==> src/rtl/clk_div_pkg.sv <==
// ============================================================================
// Module  : clk_div_pkg
// Brief   : Shared state encoding and default sizing for the clock divider.
// Revision: 1.0
// ============================================================================
`default_nettype none

package clk_div_pkg;

  localparam int unsigned c_def_cnt_w = 8;
  localparam int unsigned c_def_half  = 1;

  typedef enum logic [1:0] {
    IDLE = 2'd0,
    RUN  = 2'd1,
    STOP = 2'd2
  } state_t;

endpackage

`default_nettype wire

==> src/rtl/clk_div_prog.sv <==
// ============================================================================
// Module  : clk_div_prog
// Brief   : Loadable half-period counter driving the registered divided clock.
// Revision: 1.0
// ============================================================================
`default_nettype none

module clk_div_prog #(
  parameter int unsigned CNT_W = 8
) (
  input  logic             clk_in,
  input  logic             arst_n,
  input  logic             run,
  input  logic             load,
  input  logic [CNT_W-1:0] half,
  output logic             clk_out,
  output logic             cnt_end
);

  localparam logic [CNT_W-1:0] c_one = CNT_W'(1);

  logic [CNT_W-1:0] r_cnt;
  logic             r_clk;

  assign cnt_end = (r_cnt == (half - c_one));
  assign clk_out = r_clk;

  // load starts a fresh high phase; with neither run nor load the output parks low
  always_ff @(posedge clk_in or negedge arst_n) begin
    if (!arst_n) begin
      r_cnt <= '0;
      r_clk <= 1'b0;
    end else if (load) begin
      r_cnt <= '0;
      r_clk <= 1'b1;
    end else if (run) begin
      if (cnt_end) begin
        r_cnt <= '0;
        r_clk <= ~r_clk;
      end else begin
        r_cnt <= r_cnt + c_one;
      end
    end else begin
      r_cnt <= '0;
      r_clk <= 1'b0;
    end
  end

endmodule

`default_nettype wire

==> src/rtl/clk_div_ctrl.sv <==
// ============================================================================
// Module  : clk_div_ctrl
// Brief   : Run/stop FSM and half-period handshake around clk_div_prog.
//           Define CLK_DIV_CTRL_CHK_EN to reject cfg_half==0 with a cfg_err pulse.
// Revision: 1.0
// ============================================================================
`default_nettype none

module clk_div_ctrl
  import clk_div_pkg::*;
#(
  parameter int unsigned CNT_W    = c_def_cnt_w,
  parameter int unsigned DEF_HALF = c_def_half
) (
  input  logic             clk_in,
  input  logic             arst_n,
  input  logic             en,
  input  logic             cfg_valid,
  input  logic [CNT_W-1:0] cfg_half,
  output logic             cfg_ready,
  output logic             clk_out,
  output logic             active,
  output logic [CNT_W-1:0] cur_half,
  output logic             cfg_err
);

  state_t           r_state;
  state_t           w_state_nxt;
  logic             r_pend;
  logic [CNT_W-1:0] r_pend_half;
  logic [CNT_W-1:0] r_cur_half;
  logic             w_xfer;
  logic             w_run;
  logic             w_load;
  logic             w_fall;
  logic             w_apply;
  logic             w_cnt_end;
  logic             w_clk;

  assign w_xfer  = cfg_valid && !r_pend;
  assign w_run   = (r_state != IDLE);
  assign w_load  = (r_state == IDLE) && en;
  assign w_fall  = w_run && w_cnt_end && w_clk;
  // cur_half only moves while idle or at the falling boundary
  assign w_apply = r_pend && ((r_state == IDLE) || w_fall);

  assign cfg_ready = !r_pend;
  assign clk_out   = w_clk;
  assign active    = w_run;
  assign cur_half  = r_cur_half;

  always_ff @(posedge clk_in or negedge arst_n) begin
    if (!arst_n) begin
      r_state <= IDLE;
    end else begin
      r_state <= w_state_nxt;
    end
  end

  // RUN and STOP only differ by en; the exit decision is taken at the falling boundary
  always_comb begin
    w_state_nxt = r_state;
    case (r_state)
      IDLE:      if (en) w_state_nxt = RUN;
      RUN, STOP: begin
        if (w_fall) w_state_nxt = en ? RUN : IDLE;
        else        w_state_nxt = en ? RUN : STOP;
      end
      default:   w_state_nxt = IDLE;
    endcase
  end

`ifdef CLK_DIV_CTRL_CHK_EN
  logic r_cfg_err;
  assign cfg_err = r_cfg_err;
`else
  assign cfg_err = 1'b0;
`endif

  always_ff @(posedge clk_in or negedge arst_n) begin
    if (!arst_n) begin
      r_pend      <= 1'b0;
      r_pend_half <= '0;
      r_cur_half  <= CNT_W'(DEF_HALF);
`ifdef CLK_DIV_CTRL_CHK_EN
      r_cfg_err   <= 1'b0;
`endif
    end else begin
`ifdef CLK_DIV_CTRL_CHK_EN
      r_cfg_err <= 1'b0;
`endif
      if (w_apply) begin
        r_cur_half <= r_pend_half;
        r_pend     <= 1'b0;
      end
      if (w_xfer) begin
`ifdef CLK_DIV_CTRL_CHK_EN
        if (cfg_half == '0) begin
          r_cfg_err <= 1'b1;
        end else begin
          r_pend      <= 1'b1;
          r_pend_half <= cfg_half;
        end
`else
        r_pend      <= 1'b1;
        r_pend_half <= (cfg_half == '0) ? CNT_W'(1) : cfg_half;
`endif
      end
    end
  end

  clk_div_prog #(
    .CNT_W (CNT_W)
  ) u_prog (
    .clk_in  (clk_in),
    .arst_n  (arst_n),
    .run     (w_run),
    .load    (w_load),
    .half    (r_cur_half),
    .clk_out (w_clk),
    .cnt_end (w_cnt_end)
  );

endmodule

`default_nettype wire

==> config.mk <==
export PLATFORM = sky130hd
export DESIGN_NAME = clk_div_ctrl
export DESIGN_NICKNAME = d
export VERILOG_FILES = /design/src/rtl/clk_div_pkg.sv /design/src/rtl/clk_div_prog.sv /design/src/rtl/clk_div_ctrl.sv
export SDC_FILE = /design/constraint.sdc
export NUM_CORES = 1
export LEC_CHECK = 0
export CAP_MARGIN = 10
export CORE_ASPECT_RATIO = 1.4
export CORE_MARGIN = 1
export CORE_UTILIZATION = 44
export CTS_BUF_LIST = sky130_fd_sc_hd__clkbuf_16
export CTS_CLUSTER_SIZE = 40
export DETAILED_ROUTE_END_ITERATION = 16
export PLACE_DENSITY = 0.68
export SLEW_MARGIN = 15
export SYNTH_ARGS = -nofsm -noshare
export SYNTH_HDL_FRONTEND = slang
export SYNTH_SLANG_ARGS = --single-unit
export TNS_END_PERCENT = 30
==> constraint.sdc <==
create_clock -name clk_in -period 2.9 [get_ports clk_in]
set_input_delay 0.58 -clock clk_in [delete_from_list [all_inputs] [get_ports clk_in]]
set_output_delay 0.58 -clock clk_in [all_outputs]
set_load 0.01 [all_outputs]
==> summary.md, run 1 <==
| Metric | Value |
|---|---|
| Required @ worst endpoint | `3050 ps` |
| Clock root buffer | `clkbuf_16` |
| Mapped Area | `0.00152 mm²` |
| Fmax | `389 MHz` |
| Syn avg cell area | `11.7 µm²` |
| H-Tree Depth | `1` |
| Min-Delay Path Depth | `1` |
| Yosys Warn Count | `0` |
| Final layout net count | `172` |
| Max-cap violations | `0` |
| Setup violations, final | `0` |
| Via density | `5.31` |
| Maximum buffer depth of the clock tree | `2` |
| Syn nets | `146` |
| Placed cell area | `0.00178 mm²` |
| Hold slack | `505 ps` |
| Post-CTS setup buffers | `0` |
| Max-slew violations | `0` |
| Adder-cell share of the synthesized area | `0.0329` |
| Initial antenna violation count | `0` |
| Gate power share | `0.442` |
| Worst Path Max Fanout | `8` |
| RSZ-0062 raised after global routing | `false` |
| Final cell count without fillers | `194` |
| Synth Area in Simple Gates | `0.161` |
| WS Path Type | `flop to flop` |
| I/O Buffers | `22` |
| Hold Vio Cnt, Final | `0` |
| Routed wire length | `2710 µm` |
| Setup_tns | `0 ps` |
| Total track usage | `0.165` |
| CTS resizes | `0` |
| Reg2reg start | `cur_half[0]` |
| Antenna-violating nets left | `0` |
| Synth unique cells | `41` |
| HPWL after DPL | `2030 µm` |
| Fraction of layout cells with a size suffix above 1 | `0.200` |
| Mux contribution to synthesized area | `0.144` |
| Post-synthesis compound-gate area fraction | `0.0865` |
| Fin area | `0.00189 mm²` |
| Worst Reg-to-Reg Cells | `8` |
| Routed len/inst | `13.9 µm` |
| Die span in y | `71.5 µm` |
| Fin crit share | `0.886` |
| CP arrival | `2720 ps` |
| TritonCTS clock tree | `done` |
| R2r setup slk | `330 ps` |
| Clock transition at path regs | `70 ps` |
| Final min period | `2570 ps` |
| Synthesis-stage register bit count | `28` |
| FF-to-FF End | `cur_half[4]` |
| DR iter-0 viols | `4` |
| Sequential standard cell area | `702 µm²` |
| First-pass GRT wire length | `4660 µm` |
| Max rail drop VDD | `0.000654 V` |
| Initial core utilization | `0.473` |
| Status | `finished, final reports clean` |
| Startpoint Class | `flop` |
| Worst skew pair latency | `260 ps` |
| Sequential share of the synthesized area | `0.462` |
| Standard-cell rows | `24` |
| Total die area | `0.00369 mm²` |
| Pwr/cell area | `1110 mW/mm²` |
| Die W | `51.7 µm` |
| Drt first pass iters | `4` |
| CP cell instances | `inv_1 > ha_1 > or3b_2 > a211oi_1 > o211ai_1 > a211oi_4 > a31oi_4 > mux2_4` |
| Worst Setup End Kind | `flop` |
| WHS Endpoint | `cur_half[6]` |
| # DRC | `0` |
| Io pins | `24` |
| Antenna diode count | `0` |
| Skew final | `1.97 ps` |
| Sw Ratio | `0.341` |
| Int Pwr | `1.39 mW` |
| Vias | `1,030` |
| Commonest non-fill, non-tap cell in the layout | `dfrtp_1` |
| Gpl congestion | `0.848` |
| Hold Crit Class | `flop to flop` |
| Post-layout util | `0.588` |
| Clock Sinks | `28` |
| Vias in the first global route | `1,065` |
| Largest family of logic cells by synthesized area | `simple AND/OR/NAND/NOR gates` |
| Largest net degree at the start of global routing | `29` |
| CP max stage cell | `or3b_2` |
| Slowest cell delay on critical path | `470 ps` |
| Hold-fix buffers, CTS | `0` |
| NetSw | `0.717 mW` |
| Multi-input gate area | `771 µm²` |
| Placement Setup Slack | `327 ps` |
| Placed cells | `190` |
| Seq pwr share | `0.367` |
| LEAKAGE | `0.836 nW` |
| Clock share of power | `0.191` |
| Total CTS buffers | `3` |
| FILL cells | `271` |
| Most frequent cells in the layout | `27 x dfrtp_1, 22 x clkdlybuf4s50_1, 13 x nor2_1` |
| Total power draw | `2.10 mW` |
| Core ar. | `0.00321 mm²` |
| Synth Area in XOR/XNOR | `0.0807` |
| Gr ovfl total | `0` |
| Fin worst setup slack | `330 ps` |
| Hold Startpoint | `r_pend_half[6]` |
| Synth Instances | `130` |
| Layout area overhead | `24.3%` |
-- cell type report --
| type | count | area share |
|---|---|---|
| clock inverter | 1 | 0.0159 |
| timing repair buffer | 23 | 0.121 |
| inverter | 9 | 0.0179 |
| sequential | 28 | 0.372 |
| clock buffer | 3 | 0.0398 |
| tap | 39 | 0.0258 |
| multi-input combinational | 91 | 0.408 |
-- state kept, by name, indices dropped and copies added, names as in the netlist --
name,flops
r_state,2
cur_half,8
r_pend_half,8
r_pend,1
u_prog.clk_out,1
u_prog.r_cnt,8
-- cells by family after synthesis --
group,count (synthesis)
AO/OA/AOI/OAI,14
other,1
buffers and inverters,11
flip-flops,28
adder cells (fa/ha/maj),4
XOR/XNOR,14
multiplexers,17
AND/OR/NAND/NOR,41
-- power by group through the flow --
stage / clock network (mW) / registers [mW] / logic (mW)
3_5_place_dp: 0 / 0.777 / 0.935
6_report: 0.401 / 0.772 / 0.930
2_1_floorplan: 0 / 0.748 / 0.645
5_1_grt: 0.429 / 0.802 / 1.01
4_1_cts: 0.410 / 0.774 / 0.942
3_3_place_gp: 0 / 0.771 / 0.905
-- cells in the mapped netlist (all sizes together) --
cell / count / area share
dfrtp: 27 / 0.44
mux2: 15 / 0.13
nor2: 13 / 0.032
inv: 9 / 0.022
xor2: 8 / 0.046
xnor2: 6 / 0.035
nand3: 5 / 0.016
ha: 4 / 0.033
nand2: 4 / 0.0099
a211oi: 2 / 0.018
a21oi: 2 / 0.0066
a31oi: 2 / 0.018
a32o: 2 / 0.013
and3: 2 / 0.0082
and3b: 2 / 0.012
buf: 2 / 0.0082
mux2i: 2 / 0.013
nand2b: 2 / 0.0082
nor3: 2 / 0.0066
nor4: 2 / 0.012
or3b: 2 / 0.012
a31o: 1 / 0.0058
a32oi: 1 / 0.0058
and2: 1 / 0.0041
and4bb: 1 / 0.0082
conb: 1 / 0.0025
dfstp: 1 / 0.017
nand4b: 1 / 0.0058
nor3b: 1 / 0.0082
nor4b: 1 / 0.0058
o211ai: 1 / 0.0049
o21ai: 1 / 0.0033
o21bai: 1 / 0.0049
o221ai: 1 / 0.0058
or2: 1 / 0.0041
or4: 1 / 0.0074
-- worst max-delay path by stage --
stage | startpoint | end | slack [ps] | cells after the start
after CTS | cur_half[0] | cur_half[4] | 310 | 8
after global placement | cur_half[1] | cur_half[2] | 390 | 8
after floorplan | cur_half[1] | cur_half[1] | 460 | 8
final | cur_half[0] | cur_half[4] | 330 | 8
after global routing | cur_half[1] | cur_half[1] | 200 | 8
after detailed placement | cur_half[0] | cur_half[4] | 330 | 8
-- routing by layer --
metal / vias up / track usage / routed length (µm)
li1: 505 / - / -
met1: 503 / 0.216 / 1220
met2: 20 / 0.283 / 1380
met3: 2 / 0.0234 / 83
met4: 0 / 0.0450 / 21
met5: - / 0 / 0
-- critical path: cells and delay by family (launching register included) --
family / cells / cell delay (ps)
AO/OA/AOI/OAI: 4 / 980
AND/OR/NAND/NOR: 1 / 470
flip-flops: 1 / 400
multiplexers: 1 / 350
adder cells (fa/ha/maj): 1 / 190
buffers and inverters: 1 / 70
(Power assumes the default switching activity.)
==> run 2: changes to the inputs <==
==> constraint.sdc (replaced) <==
create_clock -name clk_in -period 2.9 [get_ports clk_in]
set_input_delay 0.29 -clock clk_in [delete_from_list [all_inputs] [get_ports clk_in]]
set_output_delay 0.29 -clock clk_in [all_outputs]
set_load 0.01 [all_outputs]
==> results of run 2 <==
The final DEF is identical to that of run 1. Status: finished, final reports clean.
Among the figures that moved: hold slack 505 ps -> 402 ps
==> run 3: changes to the inputs <==
--- a/config.mk
+++ b/config.mk
@@ -7,11 +7,12 @@
 export LEC_CHECK = 0
 export CAP_MARGIN = 10
 export CORE_ASPECT_RATIO = 1.4
-export CORE_MARGIN = 1
+export CORE_MARGIN = 2
 export CORE_UTILIZATION = 44
 export CTS_BUF_LIST = sky130_fd_sc_hd__clkbuf_16
 export CTS_CLUSTER_SIZE = 40
 export DETAILED_ROUTE_END_ITERATION = 16
+export GPL_TIMING_DRIVEN = 0
 export PLACE_DENSITY = 0.68
 export SLEW_MARGIN = 15
 export SYNTH_ARGS = -nofsm -noshare
==> run 3 against run 2 <==
Global-route usage down 0.79 points. Setup slack worse by 57 ps. Sequential cell count unchanged. Die area up 6.8%. Register-to-register slack worse by 60 ps. Final cell count up 1.0%.
==> summary.md, run 3 (same netlist as run 1, synthesis figures left out) <==
| Metric | Value |
|---|---|
| Status | `finished, final reports clean` |
| Clock share of power | `0.194 (+0.003)` |
| Hold Vio Cnt, Final | `0 (unchanged)` |
| WS Path Type | `flop to flop` |
| Max rail drop VDD | `0.000766 V (+17%)` |
| LEAKAGE | `0.840 nW (+0.57%)` |
| Sw Ratio | `0.338 (-0.00267)` |
| Vias | `1,032 (+0.19%)` |
| Clock root buffer | `clkbuf_16` |
| Skew final | `1.65 ps (-0.323 ps)` |
| Worst skew pair latency | `260 ps (about the same)` |
| Most frequent cells in the layout | `27 x dfrtp_1, 21 x clkdlybuf4s50_1, 13 x nor2_1` |
| Fin area | `0.00189 mm² (about the same)` |
| Setup_tns | `0 ps (unchanged)` |
| Total CTS buffers | `3 (unchanged)` |
| Startpoint Class | `flop` |
| Antenna diode count | `0 (unchanged)` |
| Gpl congestion | `0.754 (-11%)` |
| I/O Buffers | `22 (unchanged)` |
| Hold slack | `41.0 ps` |
| Io pins | `24 (unchanged)` |
| NetSw | `0.710 mW (-0.89%)` |
| Total track usage | `0.158 (-0.00788)` |
| Maximum buffer depth of the clock tree | `2 (unchanged)` |
| Fin crit share | `0.906 (+0.0196)` |
| Worst Path Max Fanout | `8 (unchanged)` |
| Core ar. | `0.00335 mm² (+4.2%)` |
| Int Pwr | `1.39 mW (+0.30%)` |
| First-pass GRT wire length | `4580 µm (-1.6%)` |
| Total die area | `0.00394 mm² (+6.8%)` |
| Seq pwr share | `0.362 (-0.005)` |
| Worst relative slew slack | `0.579` |
| Fraction of layout cells with a size suffix above 1 | `0.212 (+0.0115)` |
| Pwr/cell area | `1110 mW/mm² (-0.17%)` |
| Largest net degree at the start of global routing | `29 (unchanged)` |
| Max-cap violations | `0 (unchanged)` |
| Max-slew violations | `0 (unchanged)` |
| H-Tree Depth | `1 (unchanged)` |
| CP arrival | `2780 ps (+60 ps)` |
| Antenna-violating nets left | `0 (unchanged)` |
| Initial core utilization | `0.454 (-0.0189)` |
| Post-CTS setup buffers | `0 (unchanged)` |
| DR iter-0 viols | `22 (+18)` |
| TritonCTS clock tree | `done` |
| Hold-fix buffers, CTS | `0 (unchanged)` |
| Standard-cell rows | `25 (+4.2%)` |
| Final layout net count | `173 (+0.58%)` |
| # DRC | `0 (unchanged)` |
| Initial antenna violation count | `0 (unchanged)` |
| Fmax | `381 MHz (-2.2%)` |
| Worst Max-Slew Pin Slew | `632 ps` |
| Commonest non-fill, non-tap cell in the layout | `dfrtp_1` |
| Required @ worst endpoint | `3050 ps (about the same)` |
| Routed len/inst | `13.7 µm (-1.8%)` |
| Gate power share | `0.444 (+0.002)` |
| Clock transition at path regs | `70 ps (about the same)` |
| Worst Reg-to-Reg Cells | `8 (unchanged)` |
| CTS resizes | `0 (unchanged)` |
| Layout area overhead | `24.4% (about the same)` |
| Routed wire length | `2690 µm (-0.78%)` |
| Die span in y | `73.5 µm (+2.8%)` |
| Via density | `5.27 (-0.83%)` |
| Vias in the first global route | `1,075 (+0.94%)` |
| Setup violations, final | `0 (unchanged)` |
| Worst Setup End Kind | `flop` |
| Hold Crit Class | `primary input to asynchronous set/reset pin` |
| FILL cells | `280 (+3.3%)` |
| Placed cell area | `0.00178 mm² (about the same)` |
| HPWL after DPL | `2040 µm (+0.68%)` |
| Drt first pass iters | `4 (unchanged)` |
| RSZ-0062 raised after global routing | `false` |
| Clock Sinks | `28 (unchanged)` |
| Die W | `53.7 µm (+3.9%)` |
| Gr ovfl total | `0 (unchanged)` |
| Final min period | `2630 ps (+56.7 ps)` |
[run 3: cell types whose count changed in the layout (fill, tap and decap cells not counted), sizes merged]
cell / delta
buf: +2
clkdlybuf4s50: -1
[run 3: final cells by class]
class | count | area [µm²] | share of cell area
plain buffers | 2 | 12.5 | 0.00662
clock buffers | 3 | 75.1 | 0.0397
clock inverters | 1 | 30.0 | 0.0159
inverters | 9 | 33.8 | 0.0179
multi-input cells | 91 | 771 | 0.408
flip-flops and latches | 28 | 702 | 0.372
well taps | 40 | 50.0 | 0.0265
repair buffers | 22 | 215 | 0.114
[run 3: worst paths after layout]
path,endpoint,slack [ps],startpoint
min in group clk_in,r_pend_half[0],490,r_pend_half[0]
max in group asynchronous,u_prog.r_cnt[4],2450,arst_n
max,cur_half[1],270,cur_half[1]
max reg2reg,cur_half[1],270,cur_half[1]
min,r_pend_half[7],40,arst_n
min reg2reg,r_pend_half[0],490,r_pend_half[0]
[run 3: stage by stage]
stage                     setup slack, ps  instances  power [mW]  utilization
after CTS                             240        196        2.13        0.564
final                                 273        196        2.10        0.564
after floorplan                       459        130        1.39            -
after global routing                  133        196        2.25        0.564
after detailed placement              256        192        1.71        0.533
after global placement                288        192        1.68        0.535
[run 3: worst max-delay path: stages, from the launching register on]
cell and delay [ps]:
dfrtp_1 420, inv_1 80, ha_1 190, or3b_2 470
a211oi_1 240, o211ai_1 180, a211oi_4 340, a31oi_4 240
mux2_4 350
[run 3: metal layers]
metal | up-vias | wire [µm] | track usage
li1 | 505 | - | -
met1 | 507 | 1230 | 0.199
met2 | 16 | 1370 | 0.266
met3 | 4 | 55 | 0.0305
met4 | 0 | 32 | 0.0513
met5 | - | 0 | 0
[run 3: power groups by stage]
stage               registers (mW)  logic, mW  clock network (mW)
floorplan                    0.748      0.645                   0
global placement             0.761      0.916                   0
detailed placement           0.771      0.943                   0
CTS                          0.764      0.948               0.419
global route                 0.795       1.02               0.434
finish                       0.761      0.932               0.408
